**src/rtl/alu_decoder_pkg.sv**
```systemverilog
// rtl/alu_decoder_pkg.sv - shared ALU opcodes, RV32I opcodes and decode types
package alu_decoder_pkg;

  typedef enum logic [3:0] {
    ALU_ADD  = 4'd0,
    ALU_SUB  = 4'd1,
    ALU_SLL  = 4'd2,
    ALU_SLT  = 4'd3,
    ALU_SLTU = 4'd4,
    ALU_XOR  = 4'd5,
    ALU_SRL  = 4'd6,
    ALU_SRA  = 4'd7,
    ALU_OR   = 4'd8,
    ALU_AND  = 4'd9,
    ALU_BUF  = 4'd10,
    ALU_EQ   = 4'd11,
    ALU_GE   = 4'd12,
    ALU_GEU  = 4'd13
  } alu_op_e;

  localparam logic [6:0] OPC_OP     = 7'b0110011;
  localparam logic [6:0] OPC_OP_IMM = 7'b0010011;
  localparam logic [6:0] OPC_LOAD   = 7'b0000011;
  localparam logic [6:0] OPC_STORE  = 7'b0100011;
  localparam logic [6:0] OPC_LUI    = 7'b0110111;
  localparam logic [6:0] OPC_AUIPC  = 7'b0010111;
  localparam logic [6:0] OPC_JAL    = 7'b1101111;
  localparam logic [6:0] OPC_JALR   = 7'b1100111;
  localparam logic [6:0] OPC_BRANCH = 7'b1100011;

  typedef enum logic [2:0] {
    IMM_NONE,
    IMM_I,
    IMM_S,
    IMM_B,
    IMM_U,
    IMM_J
  } imm_fmt_e;

  typedef struct packed {
    alu_op_e     alu_ctrl;
    logic        op1_pc;
    logic        op2_imm;
    logic [31:0] imm;
    logic [31:0] pc;
    logic [4:0]  rs1;
    logic [4:0]  rs2;
    logic [4:0]  rd;
    logic        reg_wr;
    logic        mem_rd;
    logic        mem_wr;
    logic        branch;
    logic        jump;
    logic        br_invert;
    logic [2:0]  funct3;
    logic        illegal;
  } bundle_t;

  // Shared by OP and OP-IMM; alt is insn[30] and only matters where the caller allows it.
  function automatic alu_op_e arith_op(input logic [2:0] funct3, input logic alt);
    case (funct3)
      3'b000:  arith_op = alt ? ALU_SUB : ALU_ADD;
      3'b001:  arith_op = ALU_SLL;
      3'b010:  arith_op = ALU_SLT;
      3'b011:  arith_op = ALU_SLTU;
      3'b100:  arith_op = ALU_XOR;
      3'b101:  arith_op = alt ? ALU_SRA : ALU_SRL;
      3'b110:  arith_op = ALU_OR;
      default: arith_op = ALU_AND;
    endcase
  endfunction

endpackage

```
**src/rtl/alu_decoder_imm_gen.sv**
```systemverilog
// rtl/alu_decoder_imm_gen.sv - RV32I immediate extraction and sign extension
module imm_gen
  import alu_decoder_pkg::*;
(
  input  logic [31:0] insn,
  input  imm_fmt_e    fmt,
  output logic [31:0] imm
);

  always_comb begin
    case (fmt)
      IMM_I:   imm = {{20{insn[31]}}, insn[31:20]};
      IMM_S:   imm = {{20{insn[31]}}, insn[31:25], insn[11:7]};
      IMM_B:   imm = {{19{insn[31]}}, insn[31], insn[7], insn[30:25], insn[11:8], 1'b0};
      IMM_U:   imm = {insn[31:12], 12'b0};
      IMM_J:   imm = {{11{insn[31]}}, insn[31], insn[19:12], insn[20], insn[30:21], 1'b0};
      default: imm = 32'b0;
    endcase
  end

endmodule

```
**src/rtl/alu_decoder.sv**
```systemverilog
// rtl/alu_decoder.sv - single-entry registered RV32I decode stage
// Optional illegal-instruction flagging: define DECODE_ILLEGAL_EN.
module alu_decoder
  import alu_decoder_pkg::*;
(
  input  logic        i_clk,
  input  logic        i_rst_n,
  input  logic        i_valid,
  output logic        o_ready,
  input  logic [31:0] i_insn,
  input  logic [31:0] i_pc,
  output logic        o_valid,
  input  logic        i_ex_ready,
  input  logic        i_flush,
  output logic [3:0]  o_alu_ctrl,
  output logic        o_op1_pc,
  output logic        o_op2_imm,
  output logic [31:0] o_imm,
  output logic [31:0] o_pc,
  output logic [4:0]  o_rs1,
  output logic [4:0]  o_rs2,
  output logic [4:0]  o_rd,
  output logic        o_reg_wr,
  output logic        o_mem_rd,
  output logic        o_mem_wr,
  output logic        o_branch,
  output logic        o_jump,
  output logic        o_br_invert,
  output logic [2:0]  o_funct3,
  output logic        o_illegal
);

  logic        valid_q, valid_d;
  bundle_t     bundle_q, bundle_d;
  bundle_t     dec;
  imm_fmt_e    fmt;
  logic [31:0] imm;
  logic        capture;

  wire [6:0] opcode = i_insn[6:0];
  wire [2:0] funct3 = i_insn[14:12];

  imm_gen u_imm_gen (
    .insn (i_insn),
    .fmt  (fmt),
    .imm  (imm)
  );

  always_comb begin
    dec           = '0;
    dec.alu_ctrl  = ALU_ADD;
    dec.pc        = i_pc;
    dec.rs1       = i_insn[19:15];
    dec.rs2       = i_insn[24:20];
    dec.rd        = i_insn[11:7];
    dec.funct3    = funct3;
    fmt           = IMM_NONE;
    case (opcode)
      OPC_OP: begin
        dec.alu_ctrl = arith_op(funct3, i_insn[30]);
        dec.reg_wr   = 1'b1;
      end
      OPC_OP_IMM: begin
        // Only shifts use insn[30]; for addi it is just an immediate bit.
        dec.alu_ctrl = arith_op(funct3, i_insn[30] & (funct3 == 3'b101));
        dec.op2_imm  = 1'b1;
        dec.reg_wr   = 1'b1;
        fmt          = IMM_I;
      end
      OPC_LOAD: begin
        dec.op2_imm = 1'b1;
        dec.mem_rd  = 1'b1;
        dec.reg_wr  = 1'b1;
        fmt         = IMM_I;
      end
      OPC_STORE: begin
        dec.op2_imm = 1'b1;
        dec.mem_wr  = 1'b1;
        fmt         = IMM_S;
      end
      OPC_LUI: begin
        dec.alu_ctrl = ALU_BUF;
        dec.op2_imm  = 1'b1;
        dec.reg_wr   = 1'b1;
        fmt          = IMM_U;
      end
      OPC_AUIPC: begin
        dec.op1_pc  = 1'b1;
        dec.op2_imm = 1'b1;
        dec.reg_wr  = 1'b1;
        fmt         = IMM_U;
      end
      OPC_JAL: begin
        dec.op1_pc  = 1'b1;
        dec.op2_imm = 1'b1;
        dec.jump    = 1'b1;
        dec.reg_wr  = 1'b1;
        fmt         = IMM_J;
      end
      OPC_JALR: begin
        dec.op2_imm = 1'b1;
        dec.jump    = 1'b1;
        dec.reg_wr  = 1'b1;
        fmt         = IMM_I;
      end
      OPC_BRANCH: begin
        dec.branch = 1'b1;
        fmt        = IMM_B;
        case (funct3)
          3'b000:  dec.alu_ctrl = ALU_EQ;
          3'b001: begin
            dec.alu_ctrl  = ALU_EQ;
            dec.br_invert = 1'b1;
          end
          3'b100:  dec.alu_ctrl = ALU_SLT;
          3'b101:  dec.alu_ctrl = ALU_GE;
          3'b110:  dec.alu_ctrl = ALU_SLTU;
          3'b111:  dec.alu_ctrl = ALU_GEU;
          default: dec.alu_ctrl = ALU_ADD;
        endcase
      end
      default: ;
    endcase
    dec.imm = imm;
    if (dec.rd == 5'd0) dec.reg_wr = 1'b0;
`ifdef DECODE_ILLEGAL_EN
    dec.illegal = (i_insn[1:0] != 2'b11)
                | !(opcode inside {OPC_OP, OPC_OP_IMM, OPC_LOAD, OPC_STORE, OPC_LUI,
                                   OPC_AUIPC, OPC_JAL, OPC_JALR, OPC_BRANCH})
                | ((opcode == OPC_OP) && (i_insn[31:25] != 7'h00) && (i_insn[31:25] != 7'h20))
                | ((opcode == OPC_OP) && (i_insn[31:25] == 7'h20)
                   && (funct3 != 3'b000) && (funct3 != 3'b101))
                | ((opcode == OPC_BRANCH) && (funct3[2:1] == 2'b01));
    if (dec.illegal) begin
      dec.reg_wr = 1'b0;
      dec.mem_rd = 1'b0;
      dec.mem_wr = 1'b0;
      dec.branch = 1'b0;
      dec.jump   = 1'b0;
    end
`else
    dec.illegal = 1'b0;
`endif
  end

  assign o_ready = ~valid_q | i_ex_ready;
  assign capture = i_valid & o_ready & ~i_flush;

  always_comb begin
    valid_d  = valid_q;
    bundle_d = bundle_q;
    if (i_flush) begin
      valid_d = 1'b0;
    end else if (capture) begin
      valid_d  = 1'b1;
      bundle_d = dec;
    end else if (i_ex_ready) begin
      valid_d = 1'b0;
    end
  end

  always_ff @(posedge i_clk or negedge i_rst_n) begin
    if (!i_rst_n) begin
      valid_q           <= 1'b0;
      bundle_q          <= '0;
      bundle_q.alu_ctrl <= ALU_ADD;
    end else begin
      valid_q  <= valid_d;
      bundle_q <= bundle_d;
    end
  end

  assign o_valid     = valid_q;
  assign o_alu_ctrl  = bundle_q.alu_ctrl;
  assign o_op1_pc    = bundle_q.op1_pc;
  assign o_op2_imm   = bundle_q.op2_imm;
  assign o_imm       = bundle_q.imm;
  assign o_pc        = bundle_q.pc;
  assign o_rs1       = bundle_q.rs1;
  assign o_rs2       = bundle_q.rs2;
  assign o_rd        = bundle_q.rd;
  assign o_reg_wr    = bundle_q.reg_wr;
  assign o_mem_rd    = bundle_q.mem_rd;
  assign o_mem_wr    = bundle_q.mem_wr;
  assign o_branch    = bundle_q.branch;
  assign o_jump      = bundle_q.jump;
  assign o_br_invert = bundle_q.br_invert;
  assign o_funct3    = bundle_q.funct3;
  assign o_illegal   = bundle_q.illegal;

endmodule
```
**config.mk**
```make
export PLATFORM = sky130hd
export DESIGN_NAME = alu_decoder
export DESIGN_NICKNAME = d
export VERILOG_FILES = /design/src/rtl/alu_decoder_pkg.sv /design/src/rtl/alu_decoder_imm_gen.sv /design/src/rtl/alu_decoder.sv
export SDC_FILE = /design/constraint.sdc
export NUM_CORES = 1
export LEC_CHECK = 0
export CAP_MARGIN = 40
export CORE_UTILIZATION = 40
export CTS_BUF_LIST = sky130_fd_sc_hd__clkbuf_4
export DETAILED_ROUTE_END_ITERATION = 8
export DONT_BUFFER_PORTS = 1
export GPL_TIMING_DRIVEN = 0
export HOLD_SLACK_MARGIN = 0.06
export PLACE_DENSITY = 0.55
export RECOVER_POWER = 50
export SETUP_SLACK_MARGIN = 0.4
export SYNTH_ARGS = -nofsm -noshare
export SYNTH_HDL_FRONTEND = slang
export SYNTH_HIERARCHICAL = 1
export SYNTH_SLANG_ARGS = --single-unit
```
**constraint.sdc**
```tcl
create_clock -name i_clk -period 1.8 [get_ports i_clk]
set_input_delay 0.27 -clock i_clk [delete_from_list [all_inputs] [get_ports i_clk]]
set_output_delay 0.27 -clock i_clk [all_outputs]
set_load 0.1 [all_outputs]
```
==> run summary <==
CP top delay family: buffers and inverters
#FFs+latches synth: 95
MaxCap Viol Count: 0
Die Y: 106 um
Setup Skew: 0.0133 ns
Layout cell share with drive strength beyond 1: 29.9%
Failing checks: negative hold slack, negative setup slack
Placed Area: 0.00600 mm^2
Placed Cells: 706
First drt pass iteration count: 4
Avg Synthesized Cell Area: 8.40 um^2
Final antenna-violating net count: 0
CTS H-tree lvls: 3
Clk sinks: 95
Crit path launch type: register
Vias post-DR: 4112
Slowest cell delay on critical path: 0.65 ns
Unrepaired setup endpoints after global routing: true
Routing usage on met1: 32.7%
Period utilization: 127%
Via density per instance: 5.11
Fin nets: 733
Die Wd: 106 um
Min Tclk post-route: 2.29 ns
Final Hold Fails: 95
Worst endpoint required time: 2.19 ns
Leakage power total: 3.50 nW
Slew HR: 55.1%
First-pass GRT wire length: 22200 um
F_max: 436 MHz
Peak supply drop: 0.617 mV
Commonest non-fill, non-tap cell in the layout: nand2_1
Tightest Pin Transition: 0.674 ns
Detail-routed net length per standard cell: 17.9 um
Clk Tree Root Cell: clkbuf_4
Yosys cell types: 47
Status: complete, but fails checks
Worst path bufs/invs: 4
Worst setup margin: -0.493 ns
IO Pins: 166
DRC violations left: 0
# rows: 37
Total gr overflow: 0
PD cells: 892 mW/mm^2
WS Path Type: register to register
R2r setup slk: -0.49 ns
Seq/Total Area, Yosys: 54.6%
Worst-path clk slew: 0.16 ns
Area growth, synth to finish: 67.1%
Largest net degree at the start of global routing: 96
Slew Viols, Final: 0
CP max-delay cell: dfrtp_4
M3 GR Usage: 6.87%
Initial Utilization: 41.8%
GR met2 Demand/Resource: 43.3%
CTS tree: built
Cts bufs inserted: 9
Gr usage total: 25.8%
Most frequent CP cell: nand2_1
Most used routing layer: met2
1st-iter DRT viols: 233
Synthesized area: 0.00435 mm^2
Antenna diodes: 0
WL final: 14400 um
IO buf count: 0
Data arrival, critical path: 2.68 ns
Core Region: 0.0104 mm^2
Final Cell Area: 0.00727 mm^2
Most frequent cells in the layout: nand2_1, dlygate4sd3_1, dfrtp_4
Ys Warns: 6
Worst-path maximum fanout: 10
Initial antenna violation count: 0
DPL Wire Length: 9300 um
GP Congestion: 0.795
Final setup fails: 95
Max clock buf depth: 2
Cells after Synth: 518
Die Area: 0.0113 mm^2
Hold crit path type: primary input to asynchronous set/reset pin
Vias in the first global route: 4228
Critical path, cell by cell: nor2b_4, clkinvlp_4, nand3b_1, buf_6, buf_12, buf_8, nand2_1, nand2_1
Hold Slack: -0.524 ns
Post-Layout Cell Count: 805
Worst skew pair latency: 0.45 ns
Mapped Nets: 587
Nature of the critical path endpoint: register
Finished Core Util: 69.8%
Filler cells: 774
## power by group
group / total (W) / switching, W / leakage (nW) / internal, W
combinational: 0.00180 / 0.00106 / 2.26 / 0.000742
sequential: 0.00345 / 0.00105 / 1.16 / 0.00241
clock: 0.00124 / 0.000794 / 0.0826 / 0.000442
total: 0.00649 / 0.00290 / 3.50 / 0.00359
## timing repair
action,CTS,global route
cloned,1,2
gates resized for setup,114,72
setup buffers,8,8
pin swaps,7,14
hold endpoints to repair,174,98
endpoints found under the setup margin,153,171
hold buffers,62,2
## synthesized netlist by cell type, drive strengths merged
cell type | count | area, um^2
and3b | 1 | 8.76
and2 | 6 | 37.5
nand2b | 5 | 31.3
a311oi | 1 | 8.76
a221o | 1 | 10.0
a32oi | 2 | 17.5
o22a | 1 | 8.76
nand3 | 2 | 10.0
or2 | 2 | 12.5
o21ai | 23 | 115
a22o | 5 | 43.8
nor3 | 3 | 15.0
and2b | 1 | 7.51
a31o | 1 | 8.76
nor3b | 3 | 32.5
a211oi | 2 | 15.0
conb | 1 | 3.75
or3 | 1 | 6.26
nor2b | 5 | 48.8
dfrtp | 95 | 2380
o41ai | 1 | 8.76
a22oi | 1 | 7.51
and3 | 1 | 6.26
o211ai | 1 | 7.51
a21oi | 3 | 15.0
nand4 | 1 | 6.26
a221oi | 1 | 8.76
o21a | 1 | 7.51
nand4bb | 1 | 27.5
buf | 30 | 179
a31oi | 1 | 6.26
a211o | 1 | 8.76
a21o | 9 | 67.6
o31ai | 2 | 15.0
nand2 | 282 | 1060
nand3b | 3 | 35.0
nor2 | 14 | 52.6
clkbuf | 2 | 7.51
inv | 2 | 7.51
## worst reg2reg max path: cells and delay by family, from the launching register on
family	cells	cell delay (ns)
buf+inv	4	0.90
simple gates	4	0.69
flops	1	0.65
## layout make-up
type                       count  area [um^2]  share of cell area (%)
buffer                        32          307                    4.21
clock buffer                   9         67.6                   0.929
clock inverter                 7         77.6                    1.07
inverter                       2         11.3                   0.155
multi-input combinational    389         1870                    25.8
sequential                    95         2550                    35.1
tap                          136          170                    2.34
timing repair buffer         135         2210                    30.4
## kinds of logic after synthesis
group | after synthesis | synth area share (%)
other | 1 | 0.0862
AND/OR/NAND/NOR | 331 | 32.1
AO/OA/AOI/OAI | 57 | 8.74
buffers and inverters | 34 | 4.46
flip-flops | 95 | 54.6
## per-stage QoR
step | power (W) | TNS [ns] | hold WS, ns | worst slack (ns)
2_1_floorplan | 0.00430 | -25.61 | -0.0256 | -0.285
3_3_place_gp | 0.00441 | -41.08 | -0.0239 | -0.468
3_5_place_dp | 0.00503 | -42.21 | -0.0238 | -0.514
4_1_cts | 0.00651 | -39.13 | -0.544 | -0.463
5_1_grt | 0.00669 | -48.73 | -0.552 | -0.562
6_report | 0.00649 | -42.45 | -0.524 | -0.493
## per-layer routing
layer / vias to the layer above / share of wire, %
li1: 1934 / -
met1: 2007 / 43
met2: 157 / 50
met3: 14 / 6.8
met4: 0 / 1.1
met5: - / 0
## registers in the layout, indices dropped and copies added, names as in the netlist, 3 cells and up
register    cells
o_rd            5
o_funct3        3
o_rs2           5
o_alu_ctrl      4
o_pc           32
o_imm          32
o_rs1           5
## final timing paths
kind                                         start                      end  depth (start not counted)
setup reg to reg               o_valid$_DFFE_PN0P_     o_pc[11]$_DFFE_PN0P_                          8
max in group asynchronous                  i_rst_n     o_pc[23]$_DFFE_PN0P_                          0
min in group i_clk                      i_insn[30]    o_imm[30]$_DFFE_PN0P_                          4
hold reg to reg            o_funct3[2]$_DFFE_PN0P_  o_funct3[2]$_DFFE_PN0P_                          2
hold / removal                             i_rst_n      o_pc[6]$_DFFE_PN0P_                          0
setup / recovery               o_valid$_DFFE_PN0P_     o_pc[11]$_DFFE_PN0P_                          8
Note: power is estimated with default switching activity, not from simulation.
